==> src/rtl/mode_counter_pkg.sv <==
// -----------------------------------------------------------------------------
// mode_counter_pkg
//   Shared types and constants for the mode_counter block.
//   - cnt_state_t : control FSM states (idle / running / one-shot finished)
//   - CNT_UP / CNT_DOWN : encoding of the latched count direction
//   - ps_width()  : register width for a 0..n-1 counter, never below 1 bit
// -----------------------------------------------------------------------------
package mode_counter_pkg;

    typedef enum logic [1:0] {
        CNT_IDLE = 2'd0,
        CNT_RUN  = 2'd1,
        CNT_DONE = 2'd2
    } cnt_state_t;

    localparam logic CNT_UP   = 1'b0;
    localparam logic CNT_DOWN = 1'b1;

    // Width of a counter that must hold values 0..n-1 (1 bit minimum so a
    // divide-by-1 prescaler still has a legal register).
    function automatic int unsigned ps_width(input int unsigned n);
        return (n > 32'd1) ? $clog2(n) : 32'd1;
    endfunction

endpackage

==> src/rtl/mode_counter_if.sv <==
// -----------------------------------------------------------------------------
// mode_counter_if
//   Control/status bundle of mode_counter. Clock and reset stay plain ports
//   on the counter itself.
//   Parameter: CNT_W - width of the count and load-value buses.
//   Signals:
//     i_start    start/restart pulse        i_stop     abort to idle
//     i_en       step enable (pause when 0) i_dir      0 up / 1 down (at start)
//     i_load     parallel load strobe       i_load_val load value
//     o_cnt      current count              o_tc       terminal-count pulse
//     o_done     one-shot finished (level)  o_busy     counter running
//   Modports: master drives the controls, slave is the counter.
// -----------------------------------------------------------------------------
interface mode_counter_if #(
    parameter int CNT_W = 5
);
    logic             i_start;
    logic             i_stop;
    logic             i_en;
    logic             i_dir;
    logic             i_load;
    logic [CNT_W-1:0] i_load_val;
    logic [CNT_W-1:0] o_cnt;
    logic             o_tc;
    logic             o_done;
    logic             o_busy;

    modport master (
        output i_start, i_stop, i_en, i_dir, i_load, i_load_val,
        input  o_cnt, o_tc, o_done, o_busy
    );

    modport slave (
        input  i_start, i_stop, i_en, i_dir, i_load, i_load_val,
        output o_cnt, o_tc, o_done, o_busy
    );
endinterface

==> src/rtl/mode_counter_prescaler.sv <==
// -----------------------------------------------------------------------------
// cnt_prescaler
//   Divides enabled cycles by PRESCALE. The internal counter walks
//   0..PRESCALE-1 on every cycle with i_en high and holds while i_en is low.
//   o_tick is high on an enabled cycle in which the counter sits at
//   PRESCALE-1, i.e. once every PRESCALE enabled cycles.
//   Parameter: PRESCALE - enabled cycles per tick (>= 1)
//   Ports:
//     i_clk  clock
//     i_rst  asynchronous active-high reset
//     i_clr  synchronous clear (wins over i_en)
//     i_en   count enable
//     o_tick step qualifier for the parent counter
// -----------------------------------------------------------------------------
module cnt_prescaler
    import mode_counter_pkg::*;
#(
    parameter int PRESCALE = 4
) (
    input  logic i_clk,
    input  logic i_rst,
    input  logic i_clr,
    input  logic i_en,
    output logic o_tick
);
    localparam int unsigned        PS_W    = ps_width(PRESCALE);
    localparam logic [PS_W-1:0]    PS_LAST = PS_W'(PRESCALE - 1);
    localparam logic [PS_W-1:0]    PS_ONE  = PS_W'(1);

    logic [PS_W-1:0] ps_r;
    logic            at_last_s;

    assign at_last_s = (ps_r == PS_LAST);

    // Enabled-cycle counter with clear priority and wrap at PRESCALE-1
    always_ff @(posedge i_clk or posedge i_rst) begin
        if (i_rst) begin
            ps_r <= '0;
        end else if (i_clr) begin
            ps_r <= '0;
        end else if (i_en) begin
            if (at_last_s) begin
                ps_r <= '0;
            end else begin
                ps_r <= ps_r + PS_ONE;
            end
        end else begin
            ps_r <= ps_r;
        end
    end

    assign o_tick = i_en & at_last_s;

endmodule

==> src/rtl/mode_counter.sv <==
// -----------------------------------------------------------------------------
// mode_counter
//   Parametrised up/down event counter with start/stop, loop or one-shot
//   operation, parallel load and a registered terminal-count pulse.
//   Parameters:
//     MAX_CNT  count modulus, values 0..MAX_CNT-1 (>= 2)
//     LOOP     1 = wrap at terminal and keep running, 0 = one-shot
//     CNT_W    count width, 2**CNT_W >= MAX_CNT
//     PRESCALE enabled cycles per step when CNT_PRESCALE_EN is defined
//   Build option:
//     CNT_PRESCALE_EN - when defined, a cnt_prescaler gates every step so the
//     count moves once per PRESCALE enabled RUN cycles; otherwise the count
//     moves on every enabled RUN cycle.
//   Ports:
//     i_clk  clock
//     i_rst  asynchronous active-high reset
//     bus    mode_counter_if.slave (controls in, o_cnt/o_tc/o_done/o_busy out)
//   Per-cycle priority: stop > load > start > step.
// -----------------------------------------------------------------------------
module mode_counter
    import mode_counter_pkg::*;
#(
    parameter int   MAX_CNT  = 32,
    parameter logic LOOP     = 1'b1,
    parameter int   CNT_W    = $clog2(MAX_CNT),
    parameter int   PRESCALE = 4
) (
    input  logic          i_clk,
    input  logic          i_rst,
    mode_counter_if.slave bus
);
    localparam logic [CNT_W-1:0] CNT_MAX_V = CNT_W'(MAX_CNT - 1);
    localparam logic [CNT_W-1:0] CNT_ONE_V = CNT_W'(1);

    // Elaboration-time parameter sanity checks
    if (MAX_CNT < 2) begin : g_bad_max_cnt
        $error("mode_counter: MAX_CNT must be at least 2");
    end
    if ((2 ** CNT_W) < MAX_CNT) begin : g_bad_cnt_w
        $error("mode_counter: CNT_W too narrow for MAX_CNT");
    end
    if (PRESCALE < 1) begin : g_bad_prescale
        $error("mode_counter: PRESCALE must be at least 1");
    end

    cnt_state_t       state_r;
    cnt_state_t       state_nxt_s;
    logic [CNT_W-1:0] cnt_r;
    logic [CNT_W-1:0] cnt_nxt_s;
    logic             dir_r;
    logic             dir_nxt_s;
    logic             tc_r;
    logic             tc_nxt_s;
    logic             busy_r;
    logic             done_r;

    logic             tick_s;
    logic             step_s;
    logic             at_term_s;
    logic [CNT_W-1:0] restart_val_s;
    logic [CNT_W-1:0] load_clamp_s;

`ifdef CNT_PRESCALE_EN
    logic ps_clr_s;

    // Any control event or leaving RUN restarts the step interval from zero.
    assign ps_clr_s = bus.i_stop | bus.i_load | bus.i_start | (state_r != CNT_RUN);

    cnt_prescaler #(
        .PRESCALE (PRESCALE)
    ) u_prescaler (
        .i_clk  (i_clk),
        .i_rst  (i_rst),
        .i_clr  (ps_clr_s),
        .i_en   (bus.i_en),
        .o_tick (tick_s)
    );
`else
    assign tick_s = 1'b1;
`endif

    // Terminal and restart values follow the direction latched at start.
    assign at_term_s     = (dir_r == CNT_DOWN) ? (cnt_r == '0) : (cnt_r == CNT_MAX_V);
    assign restart_val_s = (dir_r == CNT_DOWN) ? CNT_MAX_V : '0;
    assign load_clamp_s  = (bus.i_load_val > CNT_MAX_V) ? CNT_MAX_V : bus.i_load_val;
    assign step_s        = (state_r == CNT_RUN) & bus.i_en & tick_s;

    // Next state, next count, direction latch and terminal pulse, in priority order
    always_comb begin
        state_nxt_s = state_r;
        cnt_nxt_s   = cnt_r;
        dir_nxt_s   = dir_r;
        tc_nxt_s    = 1'b0;

        if (bus.i_stop) begin
            state_nxt_s = CNT_IDLE;
            cnt_nxt_s   = '0;
        end else if (bus.i_load) begin
            cnt_nxt_s = load_clamp_s;
            // A load revives a finished one-shot; idle and running keep their state.
            if (state_r == CNT_DONE) begin
                state_nxt_s = CNT_RUN;
            end else begin
                state_nxt_s = state_r;
            end
        end else if (bus.i_start) begin
            dir_nxt_s   = bus.i_dir;
            cnt_nxt_s   = (bus.i_dir == CNT_DOWN) ? CNT_MAX_V : '0;
            state_nxt_s = CNT_RUN;
        end else if (step_s) begin
            if (at_term_s) begin
                tc_nxt_s = 1'b1;
                if (LOOP) begin
                    cnt_nxt_s = restart_val_s;
                end else begin
                    cnt_nxt_s   = cnt_r;
                    state_nxt_s = CNT_DONE;
                end
            end else if (dir_r == CNT_DOWN) begin
                cnt_nxt_s = cnt_r - CNT_ONE_V;
            end else begin
                cnt_nxt_s = cnt_r + CNT_ONE_V;
            end
        end else begin
            state_nxt_s = state_r;
        end

        // An unreachable state encoding falls back to a clean idle.
        case (state_r)
            CNT_IDLE, CNT_RUN, CNT_DONE: begin
                dir_nxt_s = dir_nxt_s;
            end
            default: begin
                state_nxt_s = CNT_IDLE;
                cnt_nxt_s   = '0;
                tc_nxt_s    = 1'b0;
            end
        endcase
    end

    // State, datapath and output registers; busy/done registered from next state
    always_ff @(posedge i_clk or posedge i_rst) begin
        if (i_rst) begin
            state_r <= CNT_IDLE;
            cnt_r   <= '0;
            dir_r   <= CNT_UP;
            tc_r    <= 1'b0;
            busy_r  <= 1'b0;
            done_r  <= 1'b0;
        end else begin
            state_r <= state_nxt_s;
            cnt_r   <= cnt_nxt_s;
            dir_r   <= dir_nxt_s;
            tc_r    <= tc_nxt_s;
            busy_r  <= (state_nxt_s == CNT_RUN);
            done_r  <= (state_nxt_s == CNT_DONE);
        end
    end

    assign bus.o_cnt  = cnt_r;
    assign bus.o_tc   = tc_r;
    assign bus.o_busy = busy_r;
    assign bus.o_done = done_r;

endmodule

==> src/flat_wrapper.sv <==
// flat-port wrapper written by rule: the top's interface ports become plain ports
module mode_counter_flat import mode_counter_pkg::*;
#(
    parameter int   MAX_CNT  = 32,
    parameter logic LOOP     = 1'b1,
    parameter int   CNT_W    = $clog2(MAX_CNT),
    parameter int   PRESCALE = 4
)
  (i_clk, i_rst, bus_i_start, bus_i_stop, bus_i_en, bus_i_dir, bus_i_load, bus_i_load_val, bus_o_cnt, bus_o_tc, bus_o_done, bus_o_busy);
  mode_counter_if #(.CNT_W(CNT_W)) bus_i ();
  input  logic i_clk;
  input  logic i_rst;
  input wire logic [$bits(bus_i.i_start)-1:0] bus_i_start;
  input wire logic [$bits(bus_i.i_stop)-1:0] bus_i_stop;
  input wire logic [$bits(bus_i.i_en)-1:0] bus_i_en;
  input wire logic [$bits(bus_i.i_dir)-1:0] bus_i_dir;
  input wire logic [$bits(bus_i.i_load)-1:0] bus_i_load;
  input wire logic [$bits(bus_i.i_load_val)-1:0] bus_i_load_val;
  output wire logic [$bits(bus_i.o_cnt)-1:0] bus_o_cnt;
  output wire logic [$bits(bus_i.o_tc)-1:0] bus_o_tc;
  output wire logic [$bits(bus_i.o_done)-1:0] bus_o_done;
  output wire logic [$bits(bus_i.o_busy)-1:0] bus_o_busy;
  assign bus_i.i_start = bus_i_start;
  assign bus_i.i_stop = bus_i_stop;
  assign bus_i.i_en = bus_i_en;
  assign bus_i.i_dir = bus_i_dir;
  assign bus_i.i_load = bus_i_load;
  assign bus_i.i_load_val = bus_i_load_val;
  assign bus_o_cnt = bus_i.o_cnt;
  assign bus_o_tc = bus_i.o_tc;
  assign bus_o_done = bus_i.o_done;
  assign bus_o_busy = bus_i.o_busy;
  mode_counter #(.MAX_CNT(MAX_CNT), .LOOP(LOOP), .CNT_W(CNT_W), .PRESCALE(PRESCALE)) u_core (.i_clk(i_clk), .i_rst(i_rst), .bus(bus_i));
endmodule
==> config.mk <==
export PLATFORM = sky130hd
export DESIGN_NAME = mode_counter_flat
export DESIGN_NICKNAME = d
export VERILOG_FILES = /design/src/rtl/mode_counter_pkg.sv /design/src/rtl/mode_counter_if.sv /design/src/rtl/mode_counter_prescaler.sv /design/src/rtl/mode_counter.sv /design/src/flat_wrapper.sv
export SDC_FILE = /design/constraint.sdc
export NUM_CORES = 1
export LEC_CHECK = 0
export ABC_AREA = 1
export BUFFER_PORTS_ARGS = -buffer_cell sky130_fd_sc_hd__buf_2
export CAP_MARGIN = 15
export CORE_MARGIN = 3
export CORE_UTILIZATION = 35
export CTS_BUF_LIST = sky130_fd_sc_hd__clkbuf_8
export CTS_CLUSTER_SIZE = 30
export DETAILED_ROUTE_END_ITERATION = 12
export MAX_ROUTING_LAYER = met4
export PLACE_DENSITY = 0.68
export SLEW_MARGIN = 20
export SYNTH_ARGS = -nofsm -noshare
export SYNTH_HDL_FRONTEND = slang
export SYNTH_HIERARCHICAL = 1
export SYNTH_SLANG_ARGS = --single-unit
==> constraint.sdc <==
create_clock -name i_clk -period 2.1 [get_ports i_clk]
set_input_delay 0.315 -clock i_clk [delete_from_list [all_inputs] [get_ports i_clk]]
set_output_delay 0.315 -clock i_clk [all_outputs]
set_load 0.02 [all_outputs]
**After elaboration in Yosys (flattened, before gate mapping)**

Index checks and enable logic that the tools add are counted.

- $add $sub $neg: 2
- Magnitude comparators: 1
- Equality and inequality tests: 6
- Mux-type cells: 22
- Bitwise logic cells: 3
- Reduce and logical (&&, ||, !) cells: 4

Operator list:

| operator | number |
|---|---|
| two-way mux 5 bit | 10 |
| two-way mux 2 bit | 5 |
| two-way mux 1 bit | 7 |
| adder 5 x 1 -> 5 bit, second input constant | 1 |
| equality test 5 bit, second input constant | 1 |
| > comparator 5 bit, second input constant | 1 |
| logical NOT 5 bit | 1 |
| inequality test 5 x 4 -> 1 bit, second input constant | 1 |
| subtractor 5 x 1 -> 5 bit, second input constant | 1 |
| equality test 2 x 1 -> 1 bit, second input constant | 2 |
| equality test 2 bit, second input constant | 2 |
| AND reduction 3 bit | 1 |
| OR reduction 3 bit | 1 |
| logical NOT 2 bit | 1 |
| inverter 1 bit | 2 |
| bitwise AND 1 bit | 1 |

- Bits in registers: 11
- Bits of input ports: 12
- Output and inout bits: 8
- Logic and storage cells: 44

**Longest topological paths before layout**

- Depth after elaboration: 8
- Depth in mapped cells: 12

**Worst setup path before layout**

OpenSTA, ideal clock, no wires.

- Kind: register -> register
- Start point: reg u_core.cnt_r[0] (netlist: u_core/bus.o_cnt[0])
- End point: reg u_core.cnt_r[4] (netlist: u_core/bus.o_cnt[4])
- Arrival: 1499 ps
- Required time: 1983 ps
- Path slack: 485 ps
- Stages on the path, launching flop included: 13
- Buffers on the path: 0
- Cell sequence: dfrtp_1 inv_2 fa_1 inv_1 nand2_1 nand2_1 nand2_1 nand2_1 nand3_1 nand2_1 nand2_1 nand2_1 nand2_1

- Cells in the longest elaborated chain, start to end: 8
- Elaborated cells on any way between the ends: 12
- Classes of those cells: add/sub (2); eq/ne (1); mux (8); reduce/logical (1)

RTL lines:

| item | RTL line | RTL |
|---|---|---|
| start: declaration | mode_counter.sv:48 | `logic [CNT_W-1:0] cnt_r;` |
| start signal: assignment | mode_counter.sv:152 | `cnt_r <= cnt_nxt_s;` |
| adder 5 x 1 -> 5 bit, or another cell as far along | mode_counter.sv:122 | `cnt_nxt_s = cnt_r + CNT_ONE_V;` |
| two-way mux 5 bit / two-way mux 1 bit (equally long branches) | mode_counter.sv:119, mode_counter.sv:83 |  |
| two-way mux 5 bit (*) | mode_counter.sv:111 | `if (at_term_s) begin` |
| two-way mux 5 bit (*) | mode_counter.sv:110 | `end else if (step_s) begin` |
| two-way mux 5 bit (*) | mode_counter.sv:106 | `end else if (bus.i_start) begin` |
| two-way mux 5 bit (*) | mode_counter.sv:98 | `end else if (bus.i_load) begin` |
| two-way mux 5 bit (*) | mode_counter.sv:95 | `if (bus.i_stop) begin` |
| two-way mux 5 bit (*) | mode_counter.sv:129 | `case (state_r)` |

Every way passes the cells marked *; elsewhere a longest branch is shown, timed or not. The select of a mux whose other input is x is not followed.
A chain may end at the register's enable or synchronous reset.

**Final worst setup path**

- Start point: reg u_core.dir_r
- End point: reg u_core.cnt_r[4] (netlist: u_core/bus.o_cnt[4])

- Cells in the longest elaborated chain, start to end: 7
- Elaborated cells on any way between the ends: 9
- Classes of those cells: mux (9)

RTL lines:

| item | RTL line | RTL |
|---|---|---|
| start: declaration | mode_counter.sv:50 | `logic dir_r;` |
| start signal: assignment | mode_counter.sv:153 | `dir_r <= dir_nxt_s;` |
| two-way mux 5 bit, or another cell as far along | mode_counter.sv:119 | `end else if (dir_r == CNT_DOWN) begin` |
| two-way mux 5 bit (*) | mode_counter.sv:111 |  |
| two-way mux 5 bit (*) | mode_counter.sv:110 |  |
| two-way mux 5 bit (*) | mode_counter.sv:106 |  |
| two-way mux 5 bit (*) | mode_counter.sv:98 |  |
| two-way mux 5 bit (*) | mode_counter.sv:95 |  |
| two-way mux 5 bit (*) | mode_counter.sv:129 |  |

Marks and branches as above.

==> results.sh <==
export IMPL_die_w_microns=52.70
export IMPL_critical_path_class="flop to flop"
export IMPL_hold_buffers=0
export IMPL_p_sw_frac=0.3490
export IMPL_worst_clock_skew_ns=0.0004860
export IMPL_finalSetupTns_ns=0
export IMPL_avgViaCountPerCell=4.688
export IMPL_drt_iter0_drc=21
export IMPL_gp_congestion=0.8500
export IMPL_ys_seq_elements=11
export IMPL_p_int_mw=0.4457
export IMPL_final_cell_mix="nand2_1, buf_2, nor2_1"
export IMPL_dp_slack_ns=0.5062
export IMPL_syn_num_nets=123
export IMPL_numClockSinks=11
export IMPL_dp_hpwl_microns=1373
export IMPL_portBuffers=19
export IMPL_postRouteAntennaNets=0
export IMPL_h_tree_depth=1
export IMPL_grt_use_total=0.1437
export IMPL_yosys_warnings=6
export IMPL_ys_seq_area_frac=0.3607
export IMPL_synth_area_per_cell_sq_um=7.133
export IMPL_first_pass_iters=4
export IMPL_vias=736
export IMPL_cp_data_required_time_ns=2.23
export IMPL_grt_pass1_wl_microns=2904
export IMPL_drive_above_1_share=0.2692
export IMPL_start_kind="flop"
export IMPL_fin_ws_ns=0.5042
export IMPL_fmax_ghz=0.6266
export IMPL_grt_pass1_vias=694
export IMPL_io_pins=20
export IMPL_share_comb_of_total_power=0.332
export IMPL_pwr_share_seq=0.366
export IMPL_cap_violations=0
export IMPL_start_util=0.3775
export IMPL_syn_inst=107
export IMPL_row_count=16
export IMPL_antenna_cells=0
export IMPL_ctsRootBufferMaster="clkbuf_8"
export IMPL_synth_area_sq_um=763.2
export IMPL_peakVddDrop_mv=0.4089
export IMPL_synthDistinctLibCells=21
export IMPL_p_sw_mw=0.2390
export IMPL_cp_max_fo=6
export IMPL_nets=147
export IMPL_slew_headroom=0.7099
export IMPL_die_area_sq_mm=0.002777
export IMPL_gr_total_overflow=0
export IMPL_cts_tree="built"
export IMPL_fin_util=0.4635
export IMPL_area_growth_pct=22.79
export IMPL_wl_per_cell_microns=10.78
export IMPL_cts_resized=0
export IMPL_cts_setup_buffers=0
export IMPL_holdCritPathClass="primary input to async pin"
export IMPL_tightestPinTransition_ns=0.4347
export IMPL_hold_viol=0
export IMPL_powerDensity_mw_per_mm2=730.6
export IMPL_core_area_sq_mm=0.002022
export IMPL_clock_path_buffers=2
export IMPL_antenna_found_initial=0
export IMPL_rsz0062_at_grt="false"
export IMPL_p_clk_frac=0.302
export IMPL_status="finished, final reports clean"
export IMPL_insertion_delay_ns=0.23
export IMPL_period_needed_ns=1.596
export IMPL_final_common_cell="nand2_1"
export IMPL_setup_viol=0
export IMPL_drv_slew=0
export IMPL_drc=0
export IMPL_cts_clk_slew_worst_paths_ns=0.05
export IMPL_leakage_nw=0.5238
export IMPL_worstSetupEndpointType="flop"
export IMPL_die_y_microns=52.70
export IMPL_cts_buffers=3
export IMPL_wirelength_microns=1692
export IMPL_holdWs_ns=0.06850
export IMPL_cp_arrival_ns=1.72
export IMPL_grt_max_degree=12
export IMPL_period_share=0.7599
## worst max-delay path, stage by stage, from the launching register on
cell	delay, ns
dfrtp_1	0.45
inv_2	0.08
fa_1	0.40
inv_1	0.09
nand2_1	0.05
nand2_1	0.05
nand2_1	0.05
nand2_1	0.05
nand3_1	0.07
nand2_1	0.06
nand2_1	0.05
nand2_1	0.06
nand2_1	0.04
## synth_stat cells
library cell	count	area [sq um]
nand4_1	1	6.260
a21oi_1	8	40.04
nand3_1	6	30.03
o21ai_1	2	10.01
nor2_2	1	6.260
inv_1	8	30.03
nand2_4	3	33.78
fa_1	1	20.02
o22ai_1	2	12.51
or2_1	2	12.51
xor2_1	2	17.52
nand2_2	1	6.260
nor2_1	18	67.56
a21oi_2	1	8.760
nand2_1	28	105.1
dfrtp_1	11	275.3
inv_2	6	22.52
nor2_4	1	11.26
nor3_1	1	5.000
o21ai_0	1	5.000
ha_1	3	37.54
## metrics by stage
step | instance area [sq um] | std cells | total power, mW
final | 937.1 | 157 | 0.6846
after global routing | 937.1 | 157 | 0.7391
after CTS | 937.1 | 157 | 0.6915
after detailed placement | 892.1 | 153 | 0.4806
after global placement | 892.1 | 153 | 0.4795
after floorplan | 763.2 | 107 | 0.4213
## cell type report
cell class                 count  area (sq um)
inverter                      14         52.55
sequential                    11         275.3
clock inverter                 1         3.754
multi-input combinational     82         435.4
tap                           27         33.78
fill                         215          1085
clock buffer                   3         41.29
timing repair buffer          19         95.09
## state kept, by name, indices dropped and copies added, names as in the netlist
signal,count
u_core/state_r,2
u_core/bus.o_tc,1
u_core/bus.o_done,1
u_core/dir_r,1
u_core/bus.o_busy,1
u_core/bus.o_cnt,5
## power groups by stage
stage | sequential (mW) | clock [mW] | combinational (mW)
6_report | 0.251 | 0.207 | 0.227
5_1_grt | 0.254 | 0.224 | 0.262
4_1_cts | 0.251 | 0.212 | 0.229
3_5_place_dp | 0.254 | 0 | 0.226
3_3_place_gp | 0.254 | 0 | 0.226
2_1_floorplan | 0.265 | 0 | 0.156
## cells by family after synthesis
logic type | after synthesis | share of synthesized area
AOI/OAI and AO/OA | 14 | 0.1000
xor gates and xnor gates | 2 | 0.02296
adders and majority gates | 4 | 0.07542
buffers and inverters | 14 | 0.06885
DFF | 11 | 0.3607
and+or+nand+nor | 62 | 0.3721
## final timing paths
kind,start,to,slack (ns),cells past startpoint
worst max register to register,u_core/dir_r,u_core/bus.o_cnt[4],0.50,12
worst min register to register,u_core/bus.o_cnt[4],u_core/bus.o_cnt[4],0.59,2
worst min-delay path,i_rst,u_core/bus.o_done,0.07,2
max in group asynchronous,i_rst,u_core/bus.o_cnt[4],1.73,2
worst max-delay path,u_core/dir_r,u_core/bus.o_cnt[4],0.50,12
min in group i_clk,bus_i_dir,u_core/dir_r,0.39,3
## metal layers
| metal | track usage | wire (microns) | up-vias |
|---|---|---|---|
| met2 | 0.2169 | 800 | 18 |
| met1 | 0.1871 | 825 | 334 |
| met5 | - | 0 | - |
| li1 | - | - | 384 |
| met3 | 0.02849 | 67 | 0 |
| met4 | 0.05957 | 0 | 0 |
Note: power is estimated with default switching activity, not from simulation.
